--- config.mk ---
export PLATFORM = sky130hd
export DESIGN_NAME = gpu_apb_command_master
export DESIGN_NICKNAME = d
export VERILOG_FILES = /design/src/rtl/gpu_apb_command_master.sv
export SDC_FILE = /design/constraint.sdc
export NUM_CORES = 1
export LEC_CHECK = 0
export ABC_AREA = 1
export CAP_MARGIN = 20
export CORE_MARGIN = 2
export CORE_UTILIZATION = 45
export CTS_CLUSTER_SIZE = 20
export DETAILED_ROUTE_END_ITERATION = 7
export DONT_BUFFER_PORTS = 1
export GPL_ROUTABILITY_DRIVEN = 0
export GPL_TIMING_DRIVEN = 0
export PLACE_DENSITY = 0.7
export SLEW_MARGIN = 40
export SYNTH_ARGS = -nofsm -noshare
export SYNTH_HDL_FRONTEND = slang
export SYNTH_SLANG_ARGS = --single-unit
--- constraint.sdc ---
create_clock -name clk -period 7.4 [get_ports clk]
set_input_delay 1.85 -clock clk [delete_from_list [all_inputs] [get_ports clk]]
set_output_delay 1.85 -clock clk [all_outputs]
set_load 0.03 [all_outputs]
--- src/rtl/gpu_apb_command_master.sv ---
// APB write initiator for the GPU command port: buffers host instruction words
// in a small FIFO and issues each one as a SETUP/ACCESS write with a wait-state timeout.
module gpu_apb_command_master #(
  parameter int unsigned FIFO_DEPTH = 4,
  parameter logic [31:0] CMD_ADDR   = 32'h0,
  parameter int unsigned MAX_WAIT   = 15
) (
  input  logic        clk,
  input  logic        n_rst,
  input  logic [31:0] instr_i,
  input  logic        instr_valid_i,
  output logic        instr_ready_o,
  input  logic        pReady_i,
  input  logic        pSlvErr_i,
  input  logic        err_clr_i,
  output logic [31:0] pAddr_o,
  output logic [31:0] pDataWrite_o,
  output logic        pSel_o,
  output logic        pEnable_o,
  output logic        pWrite_o,
  output logic        busy_o,
  output logic        err_o
);

  localparam int unsigned PW = $clog2(FIFO_DEPTH);
  localparam int unsigned CW = PW + 1;

  typedef enum logic [1:0] {
    IDLE   = 2'd0,
    SETUP  = 2'd1,
    ACCESS = 2'd2
  } state_t;

  state_t        state_q, state_d;
  logic [31:0]   mem_q [FIFO_DEPTH];
  logic [PW-1:0] wr_ptr_q, rd_ptr_q;
  logic [CW-1:0] count_q, count_d;
  logic          avail_q;
  logic [7:0]    wait_q, wait_d;
  logic          psel_q, psel_d;
  logic          penable_q, penable_d;
  logic [31:0]   paddr_q, paddr_d;
  logic [31:0]   pdata_q, pdata_d;
  logic          err_q, err_d;
  logic          push, pop, set_err;
  logic [31:0]   head;

  assign instr_ready_o = (count_q != CW'(FIFO_DEPTH));
  assign push          = instr_valid_i & instr_ready_o;
  assign head          = mem_q[rd_ptr_q];

  assign pAddr_o      = paddr_q;
  assign pDataWrite_o = pdata_q;
  assign pSel_o       = psel_q;
  assign pEnable_o    = penable_q;
  assign pWrite_o     = psel_q;
  assign err_o        = err_q;
  assign busy_o       = (count_q != '0) || (state_q != IDLE);

  always_ff @(posedge clk) begin
    if (push) begin
      mem_q[wr_ptr_q] <= instr_i;
    end
  end

  always_comb begin
    count_d = count_q;
    case ({push, pop})
      2'b10:   count_d = count_q + CW'(1);
      2'b01:   count_d = count_q - CW'(1);
      default: count_d = count_q;
    endcase
  end

  // IDLE launches from a registered non-empty flag, so a freshly pushed word is
  // seen one cycle after it lands; back-to-back chaining in ACCESS uses the live count.
  always_comb begin
    state_d   = state_q;
    pop       = 1'b0;
    set_err   = 1'b0;
    wait_d    = wait_q;
    psel_d    = psel_q;
    penable_d = penable_q;
    paddr_d   = paddr_q;
    pdata_d   = pdata_q;
    case (state_q)
      IDLE: begin
        psel_d    = 1'b0;
        penable_d = 1'b0;
        if (avail_q && (count_q != '0)) begin
          pop       = 1'b1;
          state_d   = SETUP;
          psel_d    = 1'b1;
          paddr_d   = CMD_ADDR;
          pdata_d   = head;
          wait_d    = '0;
        end
      end
      SETUP: begin
        state_d   = ACCESS;
        penable_d = 1'b1;
      end
      ACCESS: begin
        if (pReady_i) begin
          set_err = pSlvErr_i;
          if (count_q != '0) begin
            pop       = 1'b1;
            state_d   = SETUP;
            penable_d = 1'b0;
            pdata_d   = head;
            wait_d    = '0;
          end else begin
            state_d   = IDLE;
            psel_d    = 1'b0;
            penable_d = 1'b0;
          end
        end else if ((wait_q + 8'd1) == 8'(MAX_WAIT)) begin
          set_err   = 1'b1;
          state_d   = IDLE;
          psel_d    = 1'b0;
          penable_d = 1'b0;
          wait_d    = '0;
        end else begin
          wait_d = wait_q + 8'd1;
        end
      end
      default: begin
        state_d   = IDLE;
        psel_d    = 1'b0;
        penable_d = 1'b0;
      end
    endcase
  end

  always_comb begin
    err_d = err_q;
    if (set_err) begin
      err_d = 1'b1;
    end else if (err_clr_i) begin
      err_d = 1'b0;
    end
  end

  always_ff @(posedge clk or negedge n_rst) begin
    if (!n_rst) begin
      state_q   <= IDLE;
      wr_ptr_q  <= '0;
      rd_ptr_q  <= '0;
      count_q   <= '0;
      avail_q   <= 1'b0;
      wait_q    <= '0;
      psel_q    <= 1'b0;
      penable_q <= 1'b0;
      paddr_q   <= '0;
      pdata_q   <= '0;
      err_q     <= 1'b0;
    end else begin
      state_q   <= state_d;
      wr_ptr_q  <= push ? wr_ptr_q + PW'(1) : wr_ptr_q;
      rd_ptr_q  <= pop ? rd_ptr_q + PW'(1) : rd_ptr_q;
      count_q   <= count_d;
      avail_q   <= (count_q != '0);
      wait_q    <= wait_d;
      psel_q    <= psel_d;
      penable_q <= penable_d;
      paddr_q   <= paddr_d;
      pdata_q   <= pdata_d;
      err_q     <= err_d;
    end
  end

endmodule

==> results_dict.tcl <==
set metrics [dict create \
    status "complete, no violations" \
    wl_per_cell_um 17.4 \
    num_antenna_cells 0 \
    power_mw 3.86 \
    relSlewSlack 0.575 \
    finalSetupViolations 0 \
    numCtsBuffers 17 \
    grt_max_degree 54 \
    cts.sinks 181 \
    holdBufCountCts 0 \
    post_cts.repair.setup_buffers 0 \
    p_per_area_nw_per_um2 446 \
    yosys-top-cells-area "edfxtp_1 (51%), dfrtp_1 (18%), nor2_1 (8.7%)" \
    fmax_ghz 0.300 \
    tightest_slew_ns 0.637 \
    grt_setup_unrepaired "no" \
    syn2layout_area_growth_pct 14.9 \
    detailed_place_hpwl_mm 10.6 \
    grt_pass1_vias 4626 \
    grtUsageMet1 0.209 \
    reg2reg_depth 9 \
    power.switching_mw 1.56 \
    nNetsFinal 730 \
    slowest_delay_ns 0.37 \
    post-route-min-period_ns 3.33 \
    ys_seq_area_frac 0.687 \
    switching_share 0.404 \
    use_met3 0.0772 \
    drt_wl_total_mm 15.9 \
    startpoint_type "input port" \
    cp_data_required_time_ns 7.70 \
    crit_start "pReady_i" \
    dieArea_um2 17800 \
    hold_violations 0 \
    ys_types 30 \
    die_y_um 133 \
    p_leak_nw 3.23 \
    cts_root_buf "clkbuf_16" \
    drt_pass1_iterations 5 \
    combPwrFrac 0.344 \
    crit_arrival_ns 3.63 \
    clk_latency_ns 0.43 \
    synth_area_leader_cell "edfxtp_1" \
    path_delay_family "compound AO/OA/AOI/OAI gates" \
    num_rows 47 \
    finalCritPeriodShare 0.450 \
    crit_fanout 10 \
    syn_avg_cell_area_um2 12.0 \
    cts_tree "yes" \
    hold_class "register to register" \
    initial_core_util 0.457 \
    ctsResizeCount 0 \
    cts_buffer_depth 2 \
    drv_cap 0 \
    gr-usage-all-layers 0.188 \
    ys_warn_count 0 \
    viasPerCell 4.99 \
    port_buffers 0 \
    drive_gt1_frac 0.172 \
    die_w_um 133 \
    grt_pass1_wl_mm 24.7 \
    p_seq_frac 0.441 \
    drtIter0Drc 363 \
    critical_path_buf_inv_count 3 \
    crit_chain "nand3_1 -> o21ai_2 -> buf_6 -> buf_6 -> ha_1 -> inv_1 -> fa_1 -> a21oi_1 -> o21ai_0 -> xnor2_1" \
    synth_seq_cells 181 \
    met2_usage 0.319 \
    p_int_mw 2.30 \
    ir_drop_mv 0.235 \
    r2r-end "count_q[2]" \
    maxSlewViolCount 0 \
    tns_ns 0 \
    path_class "input port to register" \
    clk_pin_slew_ns 0.06 \
    p_clk_frac 0.215 \
    synth_top_area_frac 0.511 \
    rr_startpoint "count_q[0]" \
    core_um2 16500 \
    syn_area_um2 7530 \
    grt_busiest_layer "met2" \
    antenna_left 0 \
    critical_path_depth 10 \
    crit_path_end "count_q[2]" \
    antenna_found_initial 0 \
    r2r_setup_slack_ns 4.80 \
    fin_skew_ns 0.00722 \
    cpMaxStageDelayCell "fa_1" \
    grt_overflow 0 \
    htree_levels 4 \
    end_kind "register" \
    syn_inst 626 \
    ios 108 \
    drc_errors 0 \
    crit_top_cell "buf_6" \
    vias 4572 \
]
-- state kept, by name, summed over array words and instances, names as in the netlist --
| register | cells |
|---|---|
| wr_ptr_q | 2 |
| pSel_o | 1 |
| avail_q | 1 |
| pDataWrite_o | 32 |
| count_q | 3 |
| pEnable_o | 1 |
| wait_q | 8 |
| rd_ptr_q | 2 |
| state_q | 2 |
| err_o | 1 |
| mem_q | 128 |
-- worst min-delay path by stage --
stage                     startpoint          to  slack [ns]  cells past startpoint
after floorplan           count_q[0]  count_q[0]        0.52                      1
after detailed placement  count_q[0]  count_q[0]        0.55                      1
after CTS                 count_q[0]  count_q[0]        0.56                      1
after global routing      count_q[0]  count_q[0]        0.59                      1
final                     count_q[0]  count_q[0]        0.56                      1
after global placement    count_q[0]  count_q[0]        0.53                      1
-- cells in the final DEF (no fill, tap or decap), types with 9 or more instances in the layout --
cell type,synthesis,final
dfrtp_1,53,53
inv_1,29,29
buf_4,33,33
conb_1,1,32
clkbuf_1,10,13
a31oi_2,29,29
clkbuf_16,0,17
nand2_1,35,35
edfxtp_1,128,128
o21ai_0,72,72
buf_2,9,9
nor2_1,175,171
-- routing by layer --
layer | vias to the layer above | routed length [um]
li1 | 2193 | -
met1 | 2190 | 5830
met2 | 165 | 8110
met3 | 24 | 1690
met4 | 0 | 312
met5 | - | 0
-- synthesized netlist by cell type --
master    instances
nor2_1          175
edfxtp_1        128
o21ai_0          72
dfrtp_1          53
nand2_1          35
buf_4            33
a31oi_2          29
inv_1            29
clkbuf_1         10
buf_2             9
ha_1              7
nand3_1           7
o21ai_1           5
a31oi_1           4
buf_1             4
buf_6             4
a21oi_1           3
xor2_1            3
nand2_2           2
nand4_1           2
o22ai_1           2
xnor2_1           2
conb_1            1
fa_1              1
inv_2             1
nand3_2           1
nor2_2            1
nor3_4            1
o21ai_2           1
o21bai_1          1
-- power groups by stage --
stage          sequential (mW)  clock, mW  combinational [mW]
2_1_floorplan             1.68          0               0.955
3_3_place_gp              1.73          0                1.21
3_5_place_dp              1.73          0                1.33
4_1_cts                   1.71      0.845                1.34
5_1_grt                   1.73      0.884                1.47
6_report                  1.70      0.829                1.33
-- stage by stage --
| stage | setup slack [ns] | std cells | hold WS [ns] | instance area [um2] | util |
|---|---|---|---|---|---|
| global placement | 2.37 | 877 | 0.534 | 7920 | 0.481 |
| global route | 3.92 | 917 | 0.593 | 8650 | 0.525 |
| CTS | 4.05 | 917 | 0.561 | 8650 | 0.525 |
| detailed placement | 3.63 | 885 | 0.549 | 8110 | 0.492 |
| floorplan | 3.58 | 657 | 0.520 | 7640 | - |
| finish | 4.07 | 917 | 0.561 | 8650 | 0.525 |
-- worst register-to-register path, cell delays in order, from the launching register on --
cell and delay (ns):
dfrtp_1 0.43, inv_1 0.12, nand3_1 0.31, nand2_1 0.54, ha_1 0.23, inv_1 0.06, fa_1 0.37, a21oi_1 0.14
o21ai_0 0.12, xnor2_1 0.15
-- area by class of cell --
| cell class | count | area (um2) |
|---|---|---|
| Fill cell | 1415 | 7820 |
| Clock buffer | 20 | 437 |
| Inverter | 30 | 113 |
| Tap cell | 220 | 275 |
| Timing Repair Buffer | 8 | 158 |
| Buffer | 60 | 390 |
| Multi-Input combinational cell | 386 | 2000 |
| Clock inverter | 12 | 104 |
| Sequential cell | 181 | 5170 |
-- kinds of logic after synthesis --
family,Yosys count,synth area share
fa+ha+maj,8,0.0143
compound gates,117,0.109
simple gates,224,0.117
xor+xnor,5,0.00582
other cells,1,0.000498
buf+inv,90,0.0668
flops,181,0.687
Note: power is estimated with default switching activity, not from simulation.
